$ cat src/rtl/cv32e40p_apu_arbiter.sv
// cv32e40p_apu_arbiter: shares one APU/FPU between NUM_REQ core APU ports.
// Round-robin pick, locked while waiting for the FPU grant; in-order ID FIFO
// steers each FPU result back to the core that issued it.
//
// Ports:
//   clk_i, rst_i        clock, synchronous active-high reset
//   req_i/operands_i/op_i/flags_i   per-core APU request bundle
//   gnt_o, rvalid_o     per-core grant / result valid (one-hot or zero)
//   rdata_o, rflags_o   shared result data / flags
//   fpu_*_o, fpu_*_i    muxed request to / result from the FPU wrapper
//   err_o               sticky protocol error
//   conflict_cnt_o      saturating conflict counter
//
// Optional feature: define CV32E40P_APU_ARB_PERF_EN to build the conflict
// counter; otherwise conflict_cnt_o is tied to zero.

module cv32e40p_apu_arbiter #(
  parameter int NUM_REQ         = 2,
  parameter int APU_NARGS       = 3,
  parameter int APU_WOP         = 6,
  parameter int APU_NDSFLAGS    = 15,
  parameter int APU_NUSFLAGS    = 5,
  parameter int MAX_OUTSTANDING = 4
) (
  input  logic                                    clk_i,
  input  logic                                    rst_i,

  input  logic [NUM_REQ-1:0]                      req_i,
  input  logic [NUM_REQ-1:0][APU_NARGS-1:0][31:0] operands_i,
  input  logic [NUM_REQ-1:0][APU_WOP-1:0]         op_i,
  input  logic [NUM_REQ-1:0][APU_NDSFLAGS-1:0]    flags_i,
  output logic [NUM_REQ-1:0]                      gnt_o,
  output logic [NUM_REQ-1:0]                      rvalid_o,
  output logic [31:0]                             rdata_o,
  output logic [APU_NUSFLAGS-1:0]                 rflags_o,

  output logic                                    fpu_req_o,
  output logic [APU_NARGS-1:0][31:0]              fpu_operands_o,
  output logic [APU_WOP-1:0]                      fpu_op_o,
  output logic [APU_NDSFLAGS-1:0]                 fpu_flags_o,
  input  logic                                    fpu_gnt_i,
  input  logic                                    fpu_rvalid_i,
  input  logic [31:0]                             fpu_rdata_i,
  input  logic [APU_NUSFLAGS-1:0]                 fpu_rflags_i,

  output logic                                    err_o,
  output logic [15:0]                             conflict_cnt_o
);

  localparam int PW = $clog2(NUM_REQ);
  localparam int AW = $clog2(MAX_OUTSTANDING);
  localparam int CW = AW + 1;

  typedef logic [PW-1:0] id_t;

  typedef enum logic {
    IDLE,
    LOCK
  } state_e;

  localparam logic [NUM_REQ-1:0] ONE_HOT0 = {{(NUM_REQ-1){1'b0}}, 1'b1};

  state_e              state_q;
  id_t                 lock_q;
  id_t                 rr_q;
  logic                err_q;

  logic [CW-1:0]       cnt_q;
  logic [CW-1:0]       cnt_d;
  logic [AW-1:0]       wptr_q;
  logic [AW-1:0]       rptr_q;
  id_t                 mem_q [MAX_OUTSTANDING];

  logic [2*NUM_REQ-1:0] req2;
  logic [NUM_REQ-1:0]   rot;
  int                   off;
  int                   sum;
  id_t                  rr_sel;
  id_t                  sel;
  id_t                  sel_nxt;
  id_t                  head;
  logic                 req_sel;
  logic                 empty;
  logic                 full;
  logic                 full_eff;
  logic                 pop;
  logic                 push;
  logic                 hs;
  logic                 lock_drop;
  logic                 orphan;

  // Rotate the request vector so bit 0 is the rr pointer, then take the
  // lowest set bit and rotate the offset back.
  always_comb begin
    req2   = {req_i, req_i};
    rot    = req2[rr_q +: NUM_REQ];
    off    = 0;
    for (int k = NUM_REQ - 1; k >= 0; k--) begin
      if (rot[k]) off = k;
    end
    sum    = int'(rr_q) + off;
    if (sum >= NUM_REQ) sum = sum - NUM_REQ;
    rr_sel = id_t'(sum);
  end

  assign sel     = (state_q == LOCK) ? lock_q : rr_sel;
  assign sel_nxt = (sel == id_t'(NUM_REQ - 1)) ? '0 : sel + 1'b1;
  assign req_sel = req_i[sel];

  assign empty = (cnt_q == '0);
  assign full  = (cnt_q == CW'(MAX_OUTSTANDING));
  assign pop   = fpu_rvalid_i & ~empty;
  // A pop in the same cycle frees the slot the push needs.
  assign full_eff = full & ~pop;
  assign head     = mem_q[rptr_q];

  assign fpu_req_o = req_sel & ~full_eff;
  assign hs        = fpu_req_o & fpu_gnt_i;
  assign push      = hs;

  assign gnt_o    = hs  ? (ONE_HOT0 << sel)  : '0;
  assign rvalid_o = pop ? (ONE_HOT0 << head) : '0;
  assign rdata_o  = fpu_rdata_i;
  assign rflags_o = fpu_rflags_i;

  assign fpu_operands_o = req_sel ? operands_i[sel] : '0;
  assign fpu_op_o       = req_sel ? op_i[sel]       : '0;
  assign fpu_flags_o    = req_sel ? flags_i[sel]    : '0;

  assign lock_drop = (state_q == LOCK) & ~req_i[lock_q];
  assign orphan    = fpu_rvalid_i & empty;
  assign err_o     = err_q;

  always_comb begin
    cnt_d = cnt_q;
    unique case ({push, pop})
      2'b10:   cnt_d = cnt_q + 1'b1;
      2'b01:   cnt_d = cnt_q - 1'b1;
      default: cnt_d = cnt_q;
    endcase
  end

  always_ff @(posedge clk_i) begin
    if (rst_i) begin
      state_q <= IDLE;
      lock_q  <= '0;
      rr_q    <= '0;
      err_q   <= 1'b0;
      cnt_q   <= '0;
      wptr_q  <= '0;
      rptr_q  <= '0;
    end else begin
      cnt_q <= cnt_d;
      err_q <= err_q | lock_drop | orphan;
      if (push) begin
        rr_q   <= sel_nxt;
        wptr_q <= wptr_q + 1'b1;
      end
      if (pop) rptr_q <= rptr_q + 1'b1;
      unique case (state_q)
        IDLE: begin
          if (|req_i && !fpu_gnt_i && !full_eff) begin
            state_q <= LOCK;
            lock_q  <= rr_sel;
          end
        end
        LOCK: begin
          if (lock_drop || hs) state_q <= IDLE;
        end
        default: state_q <= IDLE;
      endcase
    end
  end

  // ID storage needs no reset: entries are only read while counted valid.
  always_ff @(posedge clk_i) begin
    if (push) mem_q[wptr_q] <= sel;
  end

`ifdef CV32E40P_APU_ARB_PERF_EN
  logic [15:0]        conf_q;
  logic               multi;

  assign multi = |(req_i & (req_i - NUM_REQ'(1)));

  always_ff @(posedge clk_i) begin
    if (rst_i) begin
      conf_q <= '0;
    end else if (multi && hs && conf_q != 16'hFFFF) begin
      conf_q <= conf_q + 16'd1;
    end
  end

  assign conflict_cnt_o = conf_q;
`else
  assign conflict_cnt_o = 16'h0;
`endif

endmodule
$ cat config.mk
export PLATFORM = sky130hd
export DESIGN_NAME = cv32e40p_apu_arbiter
export DESIGN_NICKNAME = d
export VERILOG_FILES = /design/src/rtl/cv32e40p_apu_arbiter.sv
export SDC_FILE = /design/constraint.sdc
export NUM_CORES = 1
export LEC_CHECK = 0
export BUFFER_PORTS_ARGS = -buffer_cell sky130_fd_sc_hd__buf_2
export CORE_AREA = 2 2 174 176
export CTS_CLUSTER_DIAMETER = 200
export DETAILED_ROUTE_END_ITERATION = 8
export DIE_AREA = 0 0 176 178
export PLACE_DENSITY = 0.39
export SLEW_MARGIN = 20
export SYNTH_ARGS = -nofsm -noshare
export SYNTH_HDL_FRONTEND = slang
export SYNTH_SLANG_ARGS = --single-unit
$ cat constraint.sdc
create_clock -name clk_i -period 5.67 [get_ports clk_i]
set_input_delay 0.567 -clock clk_i [delete_from_list [all_inputs] [get_ports clk_i]]
set_output_delay 0.567 -clock clk_i [all_outputs]
set_load 0.1 [all_outputs]
==> flow_summary.toml <==
[synthesis]
syn_inst = 556
syn_avg_cell_area_um2 = 5.98
async_flop_share_pct = 0
synth_cell_type_count = 45
ys_ff_latch = 17
ys.flop_type = "dfxtp_1"
syn_area_um2 = 3330
synth_area_leader_cell = "a21oi_1"
yosysSeqAreaShare_pct = 11.4
synth_edf_count = 4
yosys_warnings = 0
synth_area_leaders = "a21oi_1 (18%), o21ai_0 (18%), nand3_1 (18%)"
yosysTopAreaCellShare_pct = 18.2

[worst_setup_path]
cp_slowest_cell = "buf_4"
path_cells = "buf_2 -> and2b_4 -> o211a_4 -> buf_4 -> o21ai_0 -> a21oi_1 -> buf_2"
slowest_delay_ns = 0.56
cp.arrival_ns = 2.93
rr_endpoint = "cnt_q[2]"
crit_start = "req_i[0]"
cp-endpoint = "fpu_operands_o[51]"
path_class = "input port to primary output"
cpMostUsedCell = "buf_2"
worst-r2r-cell-count = 8
worstSetupStartpointType = "input port"
crit_path_end_kind = "primary output"
ff2ff_setup_slack_ns = 3.15
required_ns = 5.10
reg2reg_from = "cnt_q[0]"
crit_fanout = 62

[routing]
drt_first_pass_iters = 5
vias_per_cell = 4.14
avgRoutedWirePerCell_um = 15.2
wirelength_mm = 18.5
drc_errors = 0
vias = 5044
ant_nets = 0
drt_iter0_markers = 136

[placed_design]
port_buffers = 362
gp_congestion = 0.748
dp_hpwl_mm = 14.4
place_inst = 1214
pre_cts_ws_ns = 2.09
placed_area_um2 = 5080

[final_layout]
final_cell_mix = "buf_2 (362), a21oi_1 (121), o21ai_0 (118)"
layout-area-overhead-vs-synth_pct = 55.2
final_cell_area_um2 = 5160
layout_commonest_cell = "buf_2"
drive_above_1_share_pct = 46.6
nets = 1112
diodes = 0
final_cells = 1218

[timing]
fmax_mhz = 286
max-slew-margin-rel_pct = 45.9
drv_slew = 0
finalHoldViolations = 0
fin_ws_ns = 2.17
fin_crit_sh_pct = 61.7
fin_crit_ns = 3.50
setup_viol = 0
skew_ns = 0.00216
setup_tns_ns = 0
rsz0062_at_grt = "no"
hold_ws_ns = 0.495
tightest_slew_ns = 0.812

[flow_run]
drv_cap = 0

[global_route]
antenna_found_initial = 1
grt_pass1_wl_mm = 26.2
grt_max_degree = 71
overflow = 0
track_usage_pct = 10.5
grt_pass1_vias = 4710

[die]
start_util_pct = 11.3
io-pin-count = 453
core_um2 = 29400
dieArea_um2 = 31300
die_w_um = 176
rows = 63
dieHeight_um = 178

[clock_network]
hold_buffers = 0
cts_resized = 0
clk_pin_slew_ns = 0.05
cts_max_level = 1
clk_path_buf_depth = 2
cts_setup_buffers = 0
root_buffer = "clkbuf_16"
cts_tree = "yes"
cts.sinks = 17
clk_latency_ns = 0.25
cts_buffers = 3

[hold_path]
hold_class = "register to register"

[outcome]
outcome = "finished clean"

[power]
p_leak_uw = 0.00259
ir_drop_mv = 0.151
powerDensity_nw_per_um2 = 381
[cell usage after synthesis (2+ instances only)]
master	count
xor2_1	3
buf_4	53
mux2i_1	2
inv_2	2
buf_2	17
nand3_1	117
clkbuf_2	2
xnor2_1	2
clkbuf_1	42
o21ai_0	118
nor2_1	12
dfxtp_1	13
edfxtp_1	4
nand2_1	5
ha_1	5
and3_1	4
inv_1	6
a211oi_1	2
a21oi_1	121
[worst max-delay path: cells and delay by family]
kind | cells | cell delay (ns)
buffers and inverters | 3 | 1.16
AOI/OAI and AO/OA | 3 | 0.89
and+or+nand+nor | 1 | 0.26
[area by class of cell]
type | instances | area, µm²
well taps | 390 | 488
repair buffers | 370 | 1870
multi-input cells | 429 | 2310
clock buffers | 3 | 75.1
inverters | 8 | 30.0
fillers | 3439 | 24200
flip-flops and latches | 17 | 380
clock inverters | 1 | 5.00
[metrics by stage]
| stage | power, µW | utilization (%) |
|---|---|---|
| after floorplan | 1680 | - |
| after global placement | 1840 | 17.3 |
| after detailed placement | 1830 | 17.3 |
| after CTS | 1980 | 17.6 |
| after global routing | 2070 | 17.6 |
| final | 1970 | 17.6 |
[routing by layer]
layer / GRT usage, % / vias to the layer above / wire length (µm) / part of all wire, %
li1: - / 2476 / - / -
met1: 12.6 / 2272 / 7400 / 40
met2: 20.1 / 284 / 9640 / 52
met3: 1.53 / 12 / 1280 / 6.9
met4: 1.55 / 0 / 201 / 1.1
met5: 0 / - / 0 / 0
[how the worst min path moves through the flow]
stage	from	cells after the start	slack, ns	endpoint
2_1_floorplan	rr_q	2	0.47	rr_q
3_3_place_gp	err_o	2	0.49	err_o
3_5_place_dp	err_o	2	0.48	err_o
4_1_cts	err_o	2	0.50	err_o
5_1_grt	err_o	2	0.52	err_o
6_report	err_o	2	0.50	err_o
[where the power goes]
group | internal (µW) | total (µW) | switching, µW
registers | 153 | 179 | 26.3
logic | 287 | 1650 | 1360
clock network | 94.4 | 142 | 48.0
[logic make-up after synthesis]
family / count (synthesis) / synth area share (%)
AO/OA/AOI/OAI: 249 / 38.8
XOR/XNOR: 5 / 1.32
adder cells (fa/ha/maj): 6 / 2.48
buffers and inverters: 125 / 21.4
flip-flops: 17 / 11.4
multiplexers: 3 / 1.28
other: 1 / 0.113
AND/OR/NAND/NOR: 150 / 23.2
(Power assumes the default switching activity.)
